**config.mk**
```make
export PLATFORM = sky130hd
export DESIGN_NAME = pipeline_hazard_ctrl
export DESIGN_NICKNAME = d
export VERILOG_FILES = /design/src/rtl/pipeline_hazard_ctrl.sv
export SDC_FILE = /design/constraint.sdc
export NUM_CORES = 1
export LEC_CHECK = 0
export ABC_AREA = 1
export CORE_MARGIN = 5
export CORE_UTILIZATION = 47
export CTS_CLUSTER_DIAMETER = 100
export DETAILED_ROUTE_END_ITERATION = 7
export PLACE_DENSITY_LB_ADDON = 0.1
export SYNTH_ARGS = -nofsm -noshare
export SYNTH_HDL_FRONTEND = slang
export SYNTH_SLANG_ARGS = --single-unit
```
**constraint.sdc**
```tcl
create_clock -name Clk -period 1.9 [get_ports Clk]
set_input_delay 0.38 -clock Clk [delete_from_list [all_inputs] [get_ports Clk]]
set_output_delay 0.38 -clock Clk [all_outputs]
set_load 0.01 [all_outputs]
```
**src/rtl/pipeline_hazard_ctrl.sv**
```systemverilog
// ============================================================================
// pipeline_hazard_ctrl : stall / flush sequencing for the 5-stage MIPS pipeline
// Optional stall counter enabled by `define PIPE_STALL_CNT_EN
// Rev 1.0
// ============================================================================
`default_nettype none

module pipeline_hazard_ctrl #(
  parameter int FILL_CYCLES = 4,
  parameter int MEM_TIMEOUT = 64
) (
  input  logic        Clk,
  input  logic        Rst_n,
  input  logic [4:0]  IDRs,
  input  logic [4:0]  IDRt,
  input  logic        IDUsesRt,
  input  logic        EXMemRead,
  input  logic [4:0]  EXRegDest,
  input  logic        BranchTaken,
  input  logic        MemReq,
  input  logic        MemReady,
  output logic        PCWrite,
  output logic        IFIDWrite,
  output logic        IDEXWrite,
  output logic        EXMEMWrite,
  output logic        MEMWBWrite,
  output logic        IFIDFlush,
  output logic        IDEXFlush,
  output logic        EXMEMFlush,
  output logic        MEMWBFlush,
  output logic        MemTimeoutErr
`ifdef PIPE_STALL_CNT_EN
  ,
  output logic [15:0] StallCount
`endif
);

  localparam logic [1:0] ST_INIT    = 2'd0;
  localparam logic [1:0] ST_RUN     = 2'd1;
  localparam logic [1:0] ST_MEMWAIT = 2'd2;
  localparam logic [1:0] ST_ERROR   = 2'd3;

  localparam logic [3:0] c_fillLoad = 4'(FILL_CYCLES - 1);
  localparam logic [7:0] c_toLast   = 8'(MEM_TIMEOUT - 1);

  // Control vector: {PC, IFID, IDEX, EXMEM, MEMWB writes, IFID, IDEX, EXMEM, MEMWB flushes}
  localparam logic [8:0] c_ctlOff      = 9'b0_0000_0000;
  localparam logic [8:0] c_ctlFill     = 9'b0_1111_1111;
  localparam logic [8:0] c_ctlNormal   = 9'b1_1111_0000;
  localparam logic [8:0] c_ctlMemStall = 9'b0_0001_0001;
  localparam logic [8:0] c_ctlBranch   = 9'b1_1111_1100;
  localparam logic [8:0] c_ctlLoadUse  = 9'b0_0111_0100;

  logic [1:0] r_state;
  logic [1:0] w_nextState;
  logic [3:0] r_fillCnt;
  logic [3:0] w_fillNext;
  logic [7:0] r_toCnt;
  logic [7:0] w_toNext;
  logic       r_memTimeoutErr;

  logic       w_memStall;
  logic       w_loadUse;
  logic [8:0] w_runCtl;
  logic [8:0] w_ctl;
  logic [8:0] w_ctlOut;

  assign w_memStall = MemReq & ~MemReady;
  assign w_loadUse  = EXMemRead & (EXRegDest != 5'd0) &
                      ((EXRegDest == IDRs) | (IDUsesRt & (EXRegDest == IDRt)));

  // A taken branch squashes the ID instruction, so it outranks load-use.
  always_comb begin
    w_runCtl = c_ctlNormal;
    if (w_memStall) begin
      w_runCtl = c_ctlMemStall;
    end else if (BranchTaken) begin
      w_runCtl = c_ctlBranch;
    end else if (w_loadUse) begin
      w_runCtl = c_ctlLoadUse;
    end
  end

  always_comb begin
    w_ctl       = c_ctlOff;
    w_nextState = r_state;
    w_fillNext  = r_fillCnt;
    w_toNext    = r_toCnt;
    case (r_state)
      ST_INIT: begin
        w_ctl = c_ctlFill;
        if (r_fillCnt == 4'd0) begin
          w_nextState = ST_RUN;
        end else begin
          w_fillNext = r_fillCnt - 4'd1;
        end
      end
      ST_RUN: begin
        w_ctl = w_runCtl;
        if (w_memStall) begin
          w_nextState = ST_MEMWAIT;
          w_toNext    = 8'd1;
        end
      end
      ST_MEMWAIT: begin
        if (MemReady) begin
          w_ctl       = w_runCtl;
          w_nextState = ST_RUN;
        end else begin
          w_ctl = c_ctlMemStall;
          if (r_toCnt == c_toLast) begin
            w_nextState = ST_ERROR;
          end else if (r_toCnt != 8'hFF) begin
            w_toNext = r_toCnt + 8'd1;
          end
        end
      end
      ST_ERROR: begin
        w_ctl = c_ctlOff;
      end
      default: begin
        w_ctl       = c_ctlOff;
        w_nextState = ST_INIT;
      end
    endcase
  end

  // Outputs drop to zero the moment reset asserts, independent of the clock.
  assign w_ctlOut = Rst_n ? w_ctl : c_ctlOff;

  assign PCWrite    = w_ctlOut[8];
  assign IFIDWrite  = w_ctlOut[7];
  assign IDEXWrite  = w_ctlOut[6];
  assign EXMEMWrite = w_ctlOut[5];
  assign MEMWBWrite = w_ctlOut[4];
  assign IFIDFlush  = w_ctlOut[3];
  assign IDEXFlush  = w_ctlOut[2];
  assign EXMEMFlush = w_ctlOut[1];
  assign MEMWBFlush = w_ctlOut[0];
  assign MemTimeoutErr = r_memTimeoutErr;

  always_ff @(posedge Clk or negedge Rst_n) begin
    if (!Rst_n) begin
      r_state         <= ST_INIT;
      r_fillCnt       <= c_fillLoad;
      r_toCnt         <= 8'd0;
      r_memTimeoutErr <= 1'b0;
    end else begin
      r_state         <= w_nextState;
      r_fillCnt       <= w_fillNext;
      r_toCnt         <= w_toNext;
      r_memTimeoutErr <= r_memTimeoutErr | (w_nextState == ST_ERROR);
    end
  end

`ifdef PIPE_STALL_CNT_EN
  logic [15:0] r_stallCnt;
  logic        w_stallInc;

  assign w_stallInc = ((r_state == ST_RUN) || (r_state == ST_MEMWAIT)) &&
                      !w_ctl[8] && (r_stallCnt != 16'hFFFF);

  always_ff @(posedge Clk or negedge Rst_n) begin
    if (!Rst_n) begin
      r_stallCnt <= 16'd0;
    end else if (w_stallInc) begin
      r_stallCnt <= r_stallCnt + 16'd1;
    end
  end

  assign StallCount = r_stallCnt;
`endif

endmodule

`default_nettype wire
```
# Word level (Yosys, flattened, before mapping)

Cells that the tools add are included.
W data, S select, Z words.

Add/subtract/negate cells: 2
Multipliers: 0
Div/mod/pow operators: 0
Magnitude comparators: 0
Eq/ne operators: 12
Shifts and indexed selects: 0
Muxes and demuxes: 16
Bitwise operators: 8
Reductions and logical operators: 6

Operators by type and width:

| kind                  | count |
|---|---|
| $mux W9               | 5 |
| $pmux W9 S4           | 1 |
| $mux W8               | 4 |
| $pmux W8 S2           | 1 |
| $eq A5 B5 Y1          | 2 |
| $add A8 B1 Y8 const B | 1 |
| $eq A8 B6 Y1 const B  | 1 |
| $mux W2               | 4 |
| $ne A2 B2 Y1 const B  | 4 |
| $ne A8 B8 Y1 const B  | 1 |
| $eq A2 B2 Y1 const B  | 3 |
| $pmux W2 S3           | 1 |
| $reduce_and A5 Y1     | 1 |
| $reduce_bool A5 Y1    | 1 |
| $and A1 B1 Y1         | 4 |
| $logic_not A4 Y1      | 1 |
| $sub A4 B1 Y4 const B | 1 |
| $eq A2 B1 Y1 const B  | 1 |
| $logic_not A2 Y1      | 1 |
| $not A1 Y1            | 2 |
| $or A1 B1 Y1          | 2 |
| $reduce_and A2 Y1     | 1 |
| $reduce_bool A2 Y1    | 1 |

Bits in registers: 15
Bits in latches: 0
Memory bits (writable): 0
ROM bits: 0
Input port bits: 22
Output and inout port bits: 10
Logic and storage cells: 48
Memories kept: 0

# Depth between registers and ports, before layout

Word-level depth: 10
Gate-level depth with buffers: 10
Mapped depth without buffers: 10

# Least setup slack after synthesis

Ideal clock, no wire load.

Path type: flip-flop to output port
From: register r_state[1]
To: output IDEXFlush
Data arrival time: 1.380 ns
Data required time: 1.520 ns
Slack: 0.140 ns
Cell stages (with the launch flop): 7
Path buffers: 0
Cell sequence: dfrtp_1 > nor2_1 > inv_1 > nor2_1 > inv_1 > o21ai_0 > o21bai_1

Word-level cells in the longest chain between the ends: 3
Elaborated cells on any way between the ends: 6

RTL lines:

| what                                       | line | RTL |
|---|---|---|
| start: declaration                         | 54   | `logic [1:0] r_state;` |
| start signal: assignment                   | 149  | `r_state <= w_nextState;` |
| $eq A2 B2 Y1, or another cell as far along | 89   | `case (r_state)` |
| $pmux W9 S4 (*)                            | 89   |  |
| $mux W9 (*)                                | 129  | `assign w_ctlOut = Rst_n ? w_ctl : c_ctlOff;` |
| end: declaration                           | 28   | `output logic IDEXFlush,` |

Mark *: on every way between the ends. The rest lies on a longest branch, timed or not.

# Worst setup path after layout

From: register r_state[1]
To: output IFIDWrite

Word-level cells in the longest chain between the ends: 3
Elaborated cells on any way between the ends: 6

RTL lines:

| what                                       | line | RTL |
|---|---|---|
| $eq A2 B2 Y1, or another cell as far along | 89   |  |
| $pmux W9 S4 (*)                            | 89   |  |
| $mux W9 (*)                                | 129  |  |
| end: declaration                           | 23   | `output logic IFIDWrite,` |

Marked as above.

==> metrics.txt <==
# TYPE chip_impl_metric gauge
chip_impl_metric{name="final_cell_area",unit="um^2"} 1605
chip_impl_metric{name="gr-total-overflow",unit=""} 0
chip_impl_metric{name="routedWlPerCell",unit="um"} 11.89
chip_impl_metric{name="synth_area_per_cell",unit="um^2"} 6.354
chip_impl_metric{name="die_area",unit="um^2"} 3503
chip_impl_info{name="worstReg2RegStart",value="r_toCnt[0]"} 1
chip_impl_info{name="class_of_the_most_critical_setup_path",value="flip-flop to primary output"} 1
chip_impl_metric{name="timing.final.setup_violations",unit=""} 1
chip_impl_metric{name="detailed_place.area",unit="um^2"} 1569
chip_impl_metric{name="min_period",unit="ns"} 1.909
chip_impl_metric{name="dieHeight",unit="um"} 59.19
chip_impl_metric{name="dieWidth",unit="um"} 59.19
chip_impl_metric{name="fmax",unit="GHz"} 0.5239
chip_impl_metric{name="worst-slew-pin-transition",unit="ns"} 0.3195
chip_impl_metric{name="postSynthCellCount",unit=""} 179
chip_impl_metric{name="fin_skew",unit="ns"} 0.007365
chip_impl_metric{name="p_per_area",unit="nW/um^2"} 375.0
chip_impl_metric{name="timing.final.max_slew_violations",unit=""} 0
chip_impl_metric{name="power.static_leakage",unit="nW"} 0.9349
chip_impl_info{name="yosys.cell_count.top_type",value="nand2_1"} 1
chip_impl_metric{name="post_synth_edffs",unit=""} 0
chip_impl_metric{name="critPathMaxFanout",unit=""} 5
chip_impl_info{name="clockRootBuffer",value="clkbuf_4"} 1
chip_impl_metric{name="final_core_utilization",unit="%"} 71.20
chip_impl_metric{name="rr_worst_depth",unit=""} 9
chip_impl_metric{name="synth.lib_cells_used.distinct",unit=""} 24
chip_impl_metric{name="worst_slew_margin_rel",unit="%"} 78.63
chip_impl_metric{name="crit_arrival",unit="ns"} 1.53
chip_impl_metric{name="clock_insertion_delay_worst_skew",unit="ns"} 0.29
chip_impl_metric{name="final_layout_size_suffix_gt1_share",unit="%"} 24.45
chip_impl_metric{name="drc",unit=""} 0
chip_impl_metric{name="timing.final.hold_violations",unit=""} 0
chip_impl_info{name="startpoint_type",value="flip-flop"} 1
chip_impl_metric{name="finalNetCount",unit=""} 254
chip_impl_metric{name="post_cts_hold_buffer_count",unit=""} 0
chip_impl_metric{name="combPwrFrac",unit="%"} 15.5
chip_impl_metric{name="synthesis.nets",unit=""} 203
chip_impl_metric{name="floorplan.initialDensity",unit="%"} 50.44
chip_impl_metric{name="ff2ff_setup_slack",unit="ns"} 0.20
chip_impl_info{name="rsz_0062_raised_after_global_routing",value="yes"} 1
chip_impl_metric{name="worst_ir_drop_vdd",unit="mV"} 0.3928
chip_impl_metric{name="grt_start_max_net_pins",unit=""} 16
chip_impl_metric{name="netSwitchingPower",unit="mW"} 0.1577
chip_impl_metric{name="ctsHtreeMaxLevel",unit=""} 1
chip_impl_metric{name="power_frac_seq",unit="%"} 53.0
chip_impl_metric{name="dp_worst_setup_slack",unit="ns"} -0.5878
chip_impl_metric{name="globalRouteTotalUtil",unit="%"} 20.34
chip_impl_metric{name="finalWirelength",unit="mm"} 3.057
chip_impl_metric{name="first_iter_violations",unit=""} 82
chip_impl_metric{name="postSynthRegisterBits",unit=""} 15
chip_impl_metric{name="area_share_of_the_largest_cell_type_after_synthesis",unit="%"} 28.60
chip_impl_metric{name="place.gp.congestion",unit=""} 0.8483
chip_impl_metric{name="antennaDiodeCount",unit=""} 0
chip_impl_metric{name="grt_pass1_vias",unit=""} 1254
chip_impl_metric{name="max_cap_violations",unit=""} 0
chip_impl_info{name="critical_path.endpoint_type",value="primary output"} 1
chip_impl_metric{name="cts.reportedPaths.clkPinSlew",unit="ns"} 0.10
chip_impl_metric{name="clock_sink_count",unit=""} 15
chip_impl_metric{name="synth_seq_area_share",unit="%"} 33.22
chip_impl_metric{name="p_clk_share",unit="%"} 31.5
chip_impl_info{name="run_status",value="complete, but fails checks"} 1
chip_impl_metric{name="post-dp-hpwl",unit="mm"} 2.299
chip_impl_info{name="ys.flop_type",value="dfrtp_1"} 1
chip_impl_metric{name="synthesis.area",unit="um^2"} 1137
chip_impl_metric{name="worst_ep_required_time",unit="ns"} 1.52
chip_impl_metric{name="cts.path.max_buffers",unit=""} 2
chip_impl_metric{name="grt_pass1_wl",unit="mm"} 5.416
chip_impl_info{name="violations",value="setup timing"} 1
chip_impl_metric{name="postRouteAntennaNets",unit=""} 0
chip_impl_metric{name="area_delta_synth_final",unit="%"} 41.14
chip_impl_info{name="post_synth_most_frequent_cells",value="nand2_1, inv_1, nor2_1, dfrtp_1, nand3_1"} 1
chip_impl_metric{name="detailroute.via_count",unit=""} 1251
chip_impl_metric{name="core_area",unit="um^2"} 2255
chip_impl_info{name="worstHoldPathType",value="input port to asynchronous set/reset pin"} 1
chip_impl_metric{name="clock_buffers_created_by_tritoncts",unit=""} 3
chip_impl_info{name="synth_area_leader_cell",value="dfrtp_1"} 1
chip_impl_info{name="r2r-end",value="r_toCnt[1]"} 1
chip_impl_metric{name="detailedRoute.firstPassIterationCount",unit=""} 4
chip_impl_info{name="tritoncts_clock_tree",value="done"} 1
chip_impl_metric{name="internal-power",unit="mW"} 0.4442
chip_impl_info{name="ys_top_cells_by_area",value="dfrtp_1, nand2_1, inv_1, nor2_1, dfstp_2"} 1
chip_impl_metric{name="io_buffers",unit=""} 31
chip_impl_metric{name="hold_slack",unit="ns"} 0.2134
chip_impl_metric{name="layout_worst_path_cycle_share",unit="%"} 100.5
chip_impl_metric{name="ios",unit=""} 32
chip_impl_metric{name="final.setup.worst_slack",unit="ns"} -0.008647
chip_impl_metric{name="switching_share",unit="%"} 26.20
chip_impl_metric{name="postSynth.asyncResetShare",unit="%"} 100.0
chip_impl_metric{name="rows",unit=""} 17
chip_impl_metric{name="avgViaCountPerCell",unit=""} 4.868
chip_impl_metric{name="ys.warnings.count",unit=""} 0
chip_impl_metric{name="antenna_found_initial",unit=""} 0
[flip-flops by register name (all words and copies together) (netlist names)]
| register | flops |
|---|---|
| MemTimeoutErr | 1 |
| r_fillCnt | 4 |
| r_state | 2 |
| r_toCnt | 8 |
[per-layer routing]
layer  global-route usage [%]  vias to the layer above  wire (um)
met5                        0                        -          0
met4                    11.00                        0         75
met3                    4.357                        9        147
met2                    35.88                       30       1567
met1                    22.40                      577       1267
li1                         -                      635          -
[area by class of cell]
type	instances	area [um^2]
Fill cell	196	649.4
Multi-Input combinational cell	126	628.1
Timing Repair Buffer	48	396.6
Sequential cell	15	380.4
Inverter	36	137.6
Tap cell	28	35.03
Clock buffer	3	22.52
Clock inverter	1	5.005
[stage by stage]
stage                     power [mW]  std cells    TNS, ns
after floorplan               0.3571        179          0
after global placement        0.4236        250     -3.522
after detailed placement      0.4275        250     -3.982
after CTS                     0.6074        257          0
after global routing          0.6422        257    -0.5604
final                         0.6019        257  -0.008647
[cell usage in the layout (no fill, tap or decap), drive strengths merged]
cell	Yosys	routed
nand4	3	3
o21bai	1	1
nand2	69	69
dfstp	2	2
o21ai	12	12
ha	2	2
inv	36	36
buf	2	24
clkbuf	0	3
nand3	9	9
xnor2	2	2
dlygate4sd2	0	18
xor2	4	4
dfrtp	13	13
nor2	19	19
nor3	1	1
clkinv	0	1
a21oi	3	3
or2	1	1
clkdlybuf4s50	0	5
dlymetal6s2s	0	1
[worst max-delay path, stage by stage (launching register included)]
cell,delay [ns]
dfrtp_2,0.46
buf_6,0.13
nand2_4,0.07
inv_4,0.03
nand2_2,0.05
nand2_2,0.05
nand2_2,0.07
buf_6,0.10
inv_2,0.03
nand2_2,0.05
nand2_1,0.06
buf_6,0.12
[power by group through the flow]
stage               registers, mW  logic [mW]  clock network (mW)
detailed placement          0.325       0.102                   0
CTS                         0.319      0.0932               0.195
global route                0.319       0.106               0.217
floorplan                   0.325      0.0317                   0
finish                      0.319      0.0931               0.190
global placement            0.325      0.0983                   0
[cell families after synthesis]
family,after synthesis,share of synthesized area [%]
AND/OR/NAND/NOR,102,36.96
buffers and inverters,38,13.75
AO/OA/AOI/OAI,16,9.241
adder cells (fa/ha/maj),2,2.200
flip-flops,15,33.22
XOR/XNOR,6,4.620
[how the worst max path moves through the flow]
stage / startpoint / end / slack (ns) / cells past startpoint
floorplan: r_state[1] / IDEXFlush / 0.14 / 6
global placement: EXRegDest[4] / IDEXFlush / -0.56 / 10
detailed placement: EXRegDest[3] / IFIDWrite / -0.59 / 9
CTS: r_state[1] / IDEXFlush / 0.003 / 9
global route: r_state[1] / IFIDWrite / -0.11 / 11
finish: r_state[1] / IFIDWrite / -0.009 / 11
[timing repair]
item / 4_1_cts / 5_1_grt
setup endpoints to repair: 9 / 8
gates resized for setup: 57 / 8
pin swaps: 13 / 5
setup buffers: 3 / 0
Note: power is estimated with default switching activity, not from simulation.
